===== src/rtl/msi001_pkg.sv =====
// Shared definitions for the MSI001 tuner configuration path:
// word width, the power-up register table and the controller state encoding.
package msi001_pkg;

    localparam int MSI001_WORD_W = 24;

    // Power-up register image; only the first N_INIT entries are sent.
    localparam logic [MSI001_WORD_W-1:0] MSI001_INIT_WORDS [16] = '{
        24'h0F3A10, 24'h0000E1, 24'h1C8052, 24'h3A05C3,
        24'h000004, 24'h000005, 24'h000006, 24'h000007,
        24'h000008, 24'h000009, 24'h00000A, 24'h00000B,
        24'h00000C, 24'h00000D, 24'h00000E, 24'h00000F
    };

    typedef enum logic [2:0] {
        ST_IDLE,
        ST_LOAD,
        ST_SHIFT,
        ST_LATCH,
        ST_GAP
    } msi001_state_e;

endpackage


===== src/rtl/msi001_spi_shift.sv =====
// 24-bit MSB-first serialiser with SCLK phase generation; done flags the
// final cycle of the last bit slot.
module msi001_spi_shift
    import msi001_pkg::*;
#(
    parameter int CLK_DIV = 2
) (
    input  logic                     clk,
    input  logic                     reset,
    input  logic                     load,
    input  logic [MSI001_WORD_W-1:0] word,
    output logic                     sdata,
    output logic                     sclk,
    output logic                     done
);

    localparam logic [4:0] DIV_L    = 5'(CLK_DIV);
    localparam logic [4:0] PH_MAX_L = 5'(2 * CLK_DIV - 1);

    logic [MSI001_WORD_W-1:0] shreg_q;
    logic [4:0]               phase_q;
    logic [4:0]               bit_q;
    logic                     active_q;
    logic                     sdata_q;
    logic                     sclk_q;

    assign done  = active_q && (phase_q == PH_MAX_L) && (bit_q == 5'd0);
    assign sdata = sdata_q;
    assign sclk  = sclk_q;

    // Data only moves at slot wrap, so it is stable across the whole high phase.
    always_ff @(posedge clk) begin
        if (reset) begin
            shreg_q  <= '0;
            phase_q  <= '0;
            bit_q    <= '0;
            active_q <= 1'b0;
            sdata_q  <= 1'b0;
            sclk_q   <= 1'b0;
        end else if (load) begin
            shreg_q  <= word;
            sdata_q  <= word[MSI001_WORD_W-1];
            sclk_q   <= 1'b0;
            phase_q  <= '0;
            bit_q    <= 5'(MSI001_WORD_W - 1);
            active_q <= 1'b1;
        end else if (active_q) begin
            if (phase_q == PH_MAX_L) begin
                phase_q <= '0;
                sclk_q  <= 1'b0;
                if (bit_q == 5'd0) begin
                    active_q <= 1'b0;
                    sdata_q  <= 1'b0;
                end else begin
                    bit_q   <= bit_q - 5'd1;
                    shreg_q <= {shreg_q[MSI001_WORD_W-2:0], 1'b0};
                    sdata_q <= shreg_q[MSI001_WORD_W-2];
                end
            end else begin
                phase_q <= phase_q + 5'd1;
                sclk_q  <= ((phase_q + 5'd1) >= DIV_L);
            end
        end
    end

endmodule


===== src/rtl/msi001_cfg_ctrl.sv =====
// MSI001 3-wire configuration controller: replays the init table after reset
// or reinit, then serialises host words, with init always taking priority.
module msi001_cfg_ctrl
    import msi001_pkg::*;
#(
    parameter int CLK_DIV    = 2,
    parameter int GAP_CYCLES = 8,
    parameter int N_INIT     = 4
) (
    input  logic                     clk,
    input  logic                     reset,
    input  logic                     reinit,
    input  logic                     host_req,
    input  logic [MSI001_WORD_W-1:0] host_word,
    output logic                     host_ack,
    output logic                     busy,
    output logic                     init_done,
    output logic                     spi_data,
    output logic                     spi_clk,
    output logic                     spi_en
);

    msi001_state_e state_q, state_d;
    logic [7:0] cnt_q, cnt_d;
    logic [4:0] init_ptr_q, init_ptr_d;
    logic       init_pend_q, init_pend_d;
    logic       init_done_q, init_done_d;
    logic       src_host_q, src_host_d;
    logic       run_q;
    logic       host_ack_q, host_ack_d;
    logic       busy_q, busy_d;
    logic       spi_en_q, spi_en_d;
    logic       shift_done;
    logic [MSI001_WORD_W-1:0] load_word;

    assign load_word = src_host_q ? host_word : MSI001_INIT_WORDS[init_ptr_q[3:0]];

    msi001_spi_shift #(.CLK_DIV(CLK_DIV)) u_shift (
        .clk   (clk),
        .reset (reset),
        .load  (state_q == ST_LOAD),
        .word  (load_word),
        .sdata (spi_data),
        .sclk  (spi_clk),
        .done  (shift_done)
    );

    always_ff @(posedge clk) begin
        if (reset) begin
            state_q     <= ST_IDLE;
            cnt_q       <= '0;
            init_ptr_q  <= '0;
            init_pend_q <= 1'b1;
            init_done_q <= 1'b0;
            src_host_q  <= 1'b0;
            run_q       <= 1'b0;
            host_ack_q  <= 1'b0;
            busy_q      <= 1'b0;
            spi_en_q    <= 1'b1;
        end else begin
            state_q     <= state_d;
            cnt_q       <= cnt_d;
            init_ptr_q  <= init_ptr_d;
            init_pend_q <= init_pend_d;
            init_done_q <= init_done_d;
            src_host_q  <= src_host_d;
            run_q       <= 1'b1;
            host_ack_q  <= host_ack_d;
            busy_q      <= busy_d;
            spi_en_q    <= spi_en_d;
        end
    end

    // run_q holds off the first selection by one cycle after reset release.
    always_comb begin
        state_d     = state_q;
        cnt_d       = cnt_q;
        init_ptr_d  = init_ptr_q;
        init_pend_d = init_pend_q;
        init_done_d = init_done_q;
        src_host_d  = src_host_q;
        case (state_q)
            ST_IDLE: begin
                if (run_q) begin
                    if (init_pend_q || reinit) begin
                        state_d    = ST_LOAD;
                        src_host_d = 1'b0;
                    end else if (host_req) begin
                        state_d    = ST_LOAD;
                        src_host_d = 1'b1;
                    end
                end
            end
            ST_LOAD: begin
                state_d = ST_SHIFT;
                if (!src_host_q) begin
                    init_ptr_d = init_ptr_q + 5'd1;
                    if ((init_ptr_q + 5'd1) == 5'(N_INIT)) begin
                        init_pend_d = 1'b0;
                    end
                end
            end
            ST_SHIFT: begin
                if (shift_done) begin
                    state_d = ST_LATCH;
                    cnt_d   = 8'(CLK_DIV - 1);
                end
            end
            ST_LATCH: begin
                if (cnt_q == 8'd0) begin
                    state_d = ST_GAP;
                    cnt_d   = 8'(GAP_CYCLES - 1);
                end else begin
                    cnt_d = cnt_q - 8'd1;
                end
            end
            ST_GAP: begin
                if (cnt_q == 8'd0) begin
                    state_d = ST_IDLE;
                    if (!init_pend_q && (init_ptr_q == 5'(N_INIT))) begin
                        init_done_d = 1'b1;
                    end
                end else begin
                    cnt_d = cnt_q - 8'd1;
                end
            end
            default: state_d = ST_IDLE;
        endcase
        if (reinit) begin
            init_pend_d = 1'b1;
            init_ptr_d  = '0;
            init_done_d = 1'b0;
        end
    end

    always_comb begin
        host_ack_d = (state_q == ST_IDLE) && (state_d == ST_LOAD) && src_host_d;
        busy_d     = (state_d != ST_IDLE) || init_pend_d;
        spi_en_d   = !((state_d == ST_SHIFT) || (state_d == ST_LATCH));
    end

    assign host_ack  = host_ack_q;
    assign busy      = busy_q;
    assign init_done = init_done_q;
    assign spi_en    = spi_en_q;

endmodule


===== config.mk =====
export PLATFORM = sky130hd
export DESIGN_NAME = msi001_cfg_ctrl
export DESIGN_NICKNAME = d
export VERILOG_FILES = /design/src/rtl/msi001_pkg.sv /design/src/rtl/msi001_spi_shift.sv /design/src/rtl/msi001_cfg_ctrl.sv
export SDC_FILE = /design/constraint.sdc
export NUM_CORES = 1
export LEC_CHECK = 0
export ABC_AREA = 1
export BUFFER_PORTS_ARGS = -buffer_cell sky130_fd_sc_hd__buf_4
export CORE_UTILIZATION = 50
export CTS_CLUSTER_SIZE = 24
export DETAILED_ROUTE_END_ITERATION = 12
export PLACE_DENSITY = 0.78
export SLEW_MARGIN = 5
export SYNTH_ARGS = -nofsm -noshare
export SYNTH_HDL_FRONTEND = slang
export SYNTH_HIERARCHICAL = 1
export SYNTH_SLANG_ARGS = --single-unit

===== constraint.sdc =====
create_clock -name clk -period 2.5 [get_ports clk]
set_input_delay 0.5 -clock clk [delete_from_list [all_inputs] [get_ports clk]]
set_output_delay 0.5 -clock clk [all_outputs]
set_load 0.01 [all_outputs]

Word-level counts from Yosys, hierarchy flattened
Memories as Yosys holds them, arrays and structs flattened. Index checks and enable logic that the tools add are counted.

Add/sub/neg operators: 4. $lt $le $gt $ge: 2. Equal/unequal tests: 13. Multiplexer cells: 41. Bitwise logic cells: 3. Reductions and logical operators: 25.

Operators by type and width (number): 23-bit two-way mux (4); 24-bit two-way mux (3); 5-bit two-way mux (5); 8-bit two-way mux (3); 8-bit one-hot mux with 3 select lines (1); 1-bit two-way mux (18); 3-bit two-way mux (6); 3-bit one-hot mux with 5 select lines (1); 3-bit by 2-bit equality test with 1-bit output (second input constant) (4); 3-bit AND reduction (4); 5-bit by 1-bit adder with 5-bit output (second input constant) (2); 5-bit by 3-bit equality test with 1-bit output (second input constant) (2); 8-bit zero test (1); 8-bit by 1-bit subtractor with 8-bit output (second input constant) (1); 3-bit by 1-bit equality test with 1-bit output (second input constant) (2); 3-bit nonzero test (2); 5-bit by 2-bit equality test with 1-bit output (second input constant) (1); 5-bit by 2-bit greater-or-equal comparator with 1-bit output (second input constant) (1); 5-bit greater-or-equal comparator (second input constant) (1); 1-bit logical AND (5); 5-bit zero test (1); 4-bit NOT with 5-bit output (1); 5-bit by 1-bit subtractor with 5-bit output (second input constant) (1); 2-bit inequality test (second input constant) (2); 9 further kinds (16).

Flip-flop bits (word level): 59. Bits in read-only memories: 384. Input port bits: 28. Output and inout bits: 6. Logic and storage cells: 106. Memories: 1.

Memory list: (no name shown) (words 16, width 24, rd ports 1, clocked after Yosys merged registers in 0, wr ports 0, RTL line msi001_cfg_ctrl.sv:36) `assign load_word = src_host_q ? host_word : MSI001_INIT_WORDS[init_ptr_q[3:0]];`.

Longest topological paths before layout
Word-level depth: 8. Depth in mapped cells: 16. Gate-level depth less buffers: 15.

Hierarchy
Netlist, hierarchy kept.

By module, submodules not included: msi001_spi_shift (times used 1, cells an instance 288, area each 1908.1 um2, sequential area each 720.7 um2); msi001_cfg_ctrl (times used 1, cells an instance 230, area each 1453.9 um2, sequential area each 460.4 um2).

Worst setup path before layout
Ideal clock, no wire load.

Kind: reg-to-reg. Start: register u_shift.phase_q[0]. End: register cnt_q[7]. Library setup time: 0.117 ns. Arrival: 1.850 ns. Required time: 2.383 ns. Setup slack: 0.533 ns. Cell stages (with the launch flop): 16. Buffers on the path: 1. Period minus slack after synthesis: 1.967 ns. Cell sequence: dfxtp_1 -> ha_1 -> inv_1 -> nor2_1 -> nand2_1 -> nor2_1 -> nand3_1 -> nor2_1 -> nand4_1 -> nand2_4 -> nand2_4 -> inv_2 -> buf_6 -> nand3_1 -> nand2_1 -> nor2_1.

Word-level cells in the longest chain between the ends: 5.

RTL lines: start: declaration (RTL line msi001_spi_shift.sv:21) `logic [4:0] phase_q;`; start signal: assignment (RTL line msi001_spi_shift.sv:60) `phase_q <= phase_q + 5'd1;`; 5-bit by 2-bit equality test with 1-bit output (RTL line msi001_spi_shift.sv:27) `assign done = active_q && (phase_q == PH_MAX_L) && (bit_q == 5'd0);`; 1-bit logical AND (2 in series) (RTL line msi001_spi_shift.sv:27); via shift_done (RTL line msi001_cfg_ctrl.sv:33) `logic shift_done;`; 2-bit inequality test (no line); 3-bit AND reduction (no line); end signal: assignment (RTL line msi001_cfg_ctrl.sv:62) `cnt_q <= cnt_d;`; end: declaration (RTL line msi001_cfg_ctrl.sv:24) `logic [7:0] cnt_q, cnt_d;`.

The timed path passes the listed nets, and every way through them passes these cells. A chain may end at the register's enable or synchronous reset.

Final worst setup path
Same ends and word-level chain as after synthesis.

==> key figures <==
Run status
  • Status: finished with violations
  • Violated checks: design-rule violations

Yosys
  • Synth cell types: 32
  • Synth warn: 6
  • Synthesized area: 3360 um2
  • Post-Syn Instances: 518
  • Avg Inst Size Synth: 6.49 um2
  • Syn Nets: 557
  • Sequential-to-total area share from yosys stat: 0.351
  • Flops & latches, synth: 59

Global route
  • Total GRT Usage: 0.218
  • Initial antenna violation count: 0
  • First-pass GRT wire length: 12.3 mm
  • Largest net degree at the start of global routing: 36
  • Vias in the first global route: 2827
  • Total grt overflow: 0

Route
  • Vias: 3222
  • DR WL/cell: 11.4 um
  • Drt via density: 5.16
  • # DRC: 2
  • Drt pass-1 iters: 8
  • Post-Route WL: 7.16 mm
  • Initial DRC Count: 186
  • ANT nets after route: 0

Power and ir drop
  • Max VDD drop: 0.538 mV
  • Power Density: 649 nW/um2
  • Static leakage power: 1.75 nW

Setup path
  • Worst r2r src: u_shift/phase_q[0]
  • R2r setup slk: 0.28 ns
  • Worst path required time: 2.72 ns
  • Startpoint types: register
  • RR Endpoint: cnt_q[7]
  • Type of the worst setup path: register to register
  • CP max FO: 11
  • Max incr delay on CP: 0.41 ns
  • Critical Path End: cnt_q[7]
  • Delay-heaviest family, CP: simple AND/OR/NAND/NOR gates
  • Critical Path Stages: 14
  • CP startpoint: u_shift/phase_q[0]
  • CP Capture Type: register
  • Worst path cell trace: ha_1, inv_1, nor2_1, nand2_1, nor2_1, nand3_1, nor2_1, nand4_1, nand2_4, nand2_4, inv_2, nand3_1, nand2_1, nor2_1
  • Most used cell, CP: nor2_1
  • Critical path buffer and inverter count: 2
  • Worst EP arrival: 2.44 ns
  • Reg2Reg Depth: 14
  • Crit-path slowest cell: dfxtp_1

Placement
  • Placer Congestion: 0.832
  • Placed cell area: 3590 um2
  • PortBufs: 33
  • Pre-CTS setup slack: 0.279 ns
  • Placed wire-length estimate: 4.99 mm

Timing
  • Min Hold Slack: 0.431 ns
  • Final setup TNS: 0 ns
  • Least-Margin Pin Slew: 0.431 ns
  • Fin. max-slew vios: 0
  • Fin crit period: 2.22 ns
  • Final setup margin: 0.278 ns
  • Final hold vios: 0
  • F_max: 450 MHz
  • Worst Skew: 0.0155 ns
  • Slew headroom: 0.711
  • Period utilization: 0.889
  • # setup viols final: 0
  • RSZ-0062 raised after global routing: no

Clock network
  • Post-CTS resize count: 0
  • Hold Buf Count CTS: 0
  • Max Root-Sink Buffers: 2
  • Post-CTS setup repair buffer count: 0
  • Root Buffer Master: clkbuf_8
  • CTS tree: done
  • Clock slew at reported path FFs: 0.07 ns
  • Worst-Skew Late Latency: 0.34 ns
  • CTS H-tree lvls: 3
  • Inserted Clock Buffers: 9
  • Clock sink count: 59

Floorplan
  • Starting Density: 0.523
  • Std-Cell Rows: 29
  • Placeable Area: 6420 um2
  • Die ar.: 7060 um2
  • Chip width: 84 um
  • I/O pin cnt: 34
  • DIE HEIGHT: 84 um

Final layout
  • Fin nets: 583
  • Area of the multi-input gates: 1830 um2
  • Filler cell count: 607
  • Flip-flop and latch area: 1180 um2
  • Fin area: 3800 um2
  • Synthesis-to-finish area growth: 13.0%
  • Inserted Diodes: 0
  • Share of cells above drive strength 1: 0.135

Job
  • Max-capacitance violation count: 0

Hold path
  • Worst hold path type: input port to register
[flip-flops by register name, indices dropped and copies added (netlist names)]
| name | count |
|---|---|
| busy | 1 |
| u_shift/active_q | 1 |
| src_host_q | 1 |
| u_shift/phase_q | 5 |
| u_shift/sclk | 1 |
| cnt_q | 8 |
| state_q | 3 |
| host_ack | 1 |
| run_q | 1 |
| u_shift/sdata | 1 |
| init_done | 1 |
| u_shift/bit_q | 5 |
| spi_en | 1 |
| init_ptr_q | 5 |
| u_shift/shreg_q | 23 |
| init_pend_q | 1 |
[tightest hold or removal path: cells and delay by family]
family        cells  cell delay (ns)
buf+inv           1             0.08
simple gates      2             0.16
[kinds of logic after synthesis]
| logic type | Yosys count | synth area share |
|---|---|---|
| buffers and inverters | 77 | 0.106 |
| AOI/OAI and AO/OA | 70 | 0.112 |
| DFF | 59 | 0.351 |
| xor gates and xnor gates | 2 | 0.00521 |
| muxes | 1 | 0.00298 |
| and+or+nand+nor | 298 | 0.382 |
| adders and majority gates | 11 | 0.0409 |
[report_power, final]
part | total [mW] | internal [mW] | switching (mW)
Clock | 0.928 | 0.554 | 0.374
Sequential | 1.04 | 0.994 | 0.0478
Combinational | 0.496 | 0.179 | 0.317
[stage by stage]
stage	std cells	util	power, mW
4_1_cts	625	0.591	2.49
2_1_floorplan	518	-	1.43
3_5_place_dp	610	0.559	1.55
3_3_place_gp	610	0.559	1.54
6_report	625	0.591	2.47
5_1_grt	625	0.591	2.61
[cell usage in the layout (no fill, tap or decap), drive strengths merged, types with 2 or more instances in the layout]
cell,count
nand2,187
dfxtp,59
inv,53
nand3,49
nor2,49
a21oi,41
buf,38
o21ai,22
ha,11
clkbuf,10
nand4,9
clkinv,4
a211oi,3
a32o,2
nor4,2
nor3,2
bufinv,2
[layer usage]
layer,share of wire,wire [um],up-vias,GRT usage
met5,0,0,-,0
met4,0.0052,37,0,0.0705
met3,0.058,417,4,0.0712
met2,0.45,3210,75,0.349
met1,0.49,3490,1442,0.275
li1,-,-,1701,-
[worst min path at each step]
stage | cells after the start | to | startpoint | slack, ns
after floorplan | 2 | u_shift/sdata | u_shift/shreg_q[22] | 0.44
after global placement | 2 | init_done | init_done | 0.44
after detailed placement | 2 | init_done | init_done | 0.45
after CTS | 3 | init_pend_q | reinit | 0.40
after global routing | 3 | init_pend_q | reinit | 0.41
final | 3 | init_pend_q | reinit | 0.43
[layout make-up]
class,instances,area share
repair buffers,38,0.0751
flip-flops and latches,59,0.311
inverters,54,0.0534
multi-input cells,382,0.481
well taps,77,0.0254
clock buffers,10,0.0336
clock inverters,5,0.0208
[synth_stat cells]
cell type	n	area share
a32o_1	2	0.0060
nand2_4	2	0.0067
nor3_1	2	0.0030
a21oi_1	40	0.060
o21ai_1	1	0.0015
nor2_2	2	0.0037
mux2i_1	1	0.0030
nand4_1	9	0.017
nor4_1	2	0.0037
o21ai_0	21	0.031
inv_2	4	0.0045
nand2_1	178	0.20
nor2_1	44	0.049
xor2_1	1	0.0026
nand2_2	7	0.013
nor2_4	3	0.010
nand3_2	3	0.0089
o22ai_1	1	0.0019
buf_2	8	0.012
buf_8	1	0.0045
buf_1	2	0.0022
a211oi_1	3	0.0067
buf_6	6	0.020
nand3_1	46	0.068
dfxtp_1	59	0.35
o211ai_1	1	0.0022
ha_1	11	0.041
clkbuf_1	6	0.0067
a21oi_2	1	0.0026
clkinv_1	1	0.0011
inv_1	49	0.055
xnor2_1	1	0.0026
(Power assumes the default switching activity.)
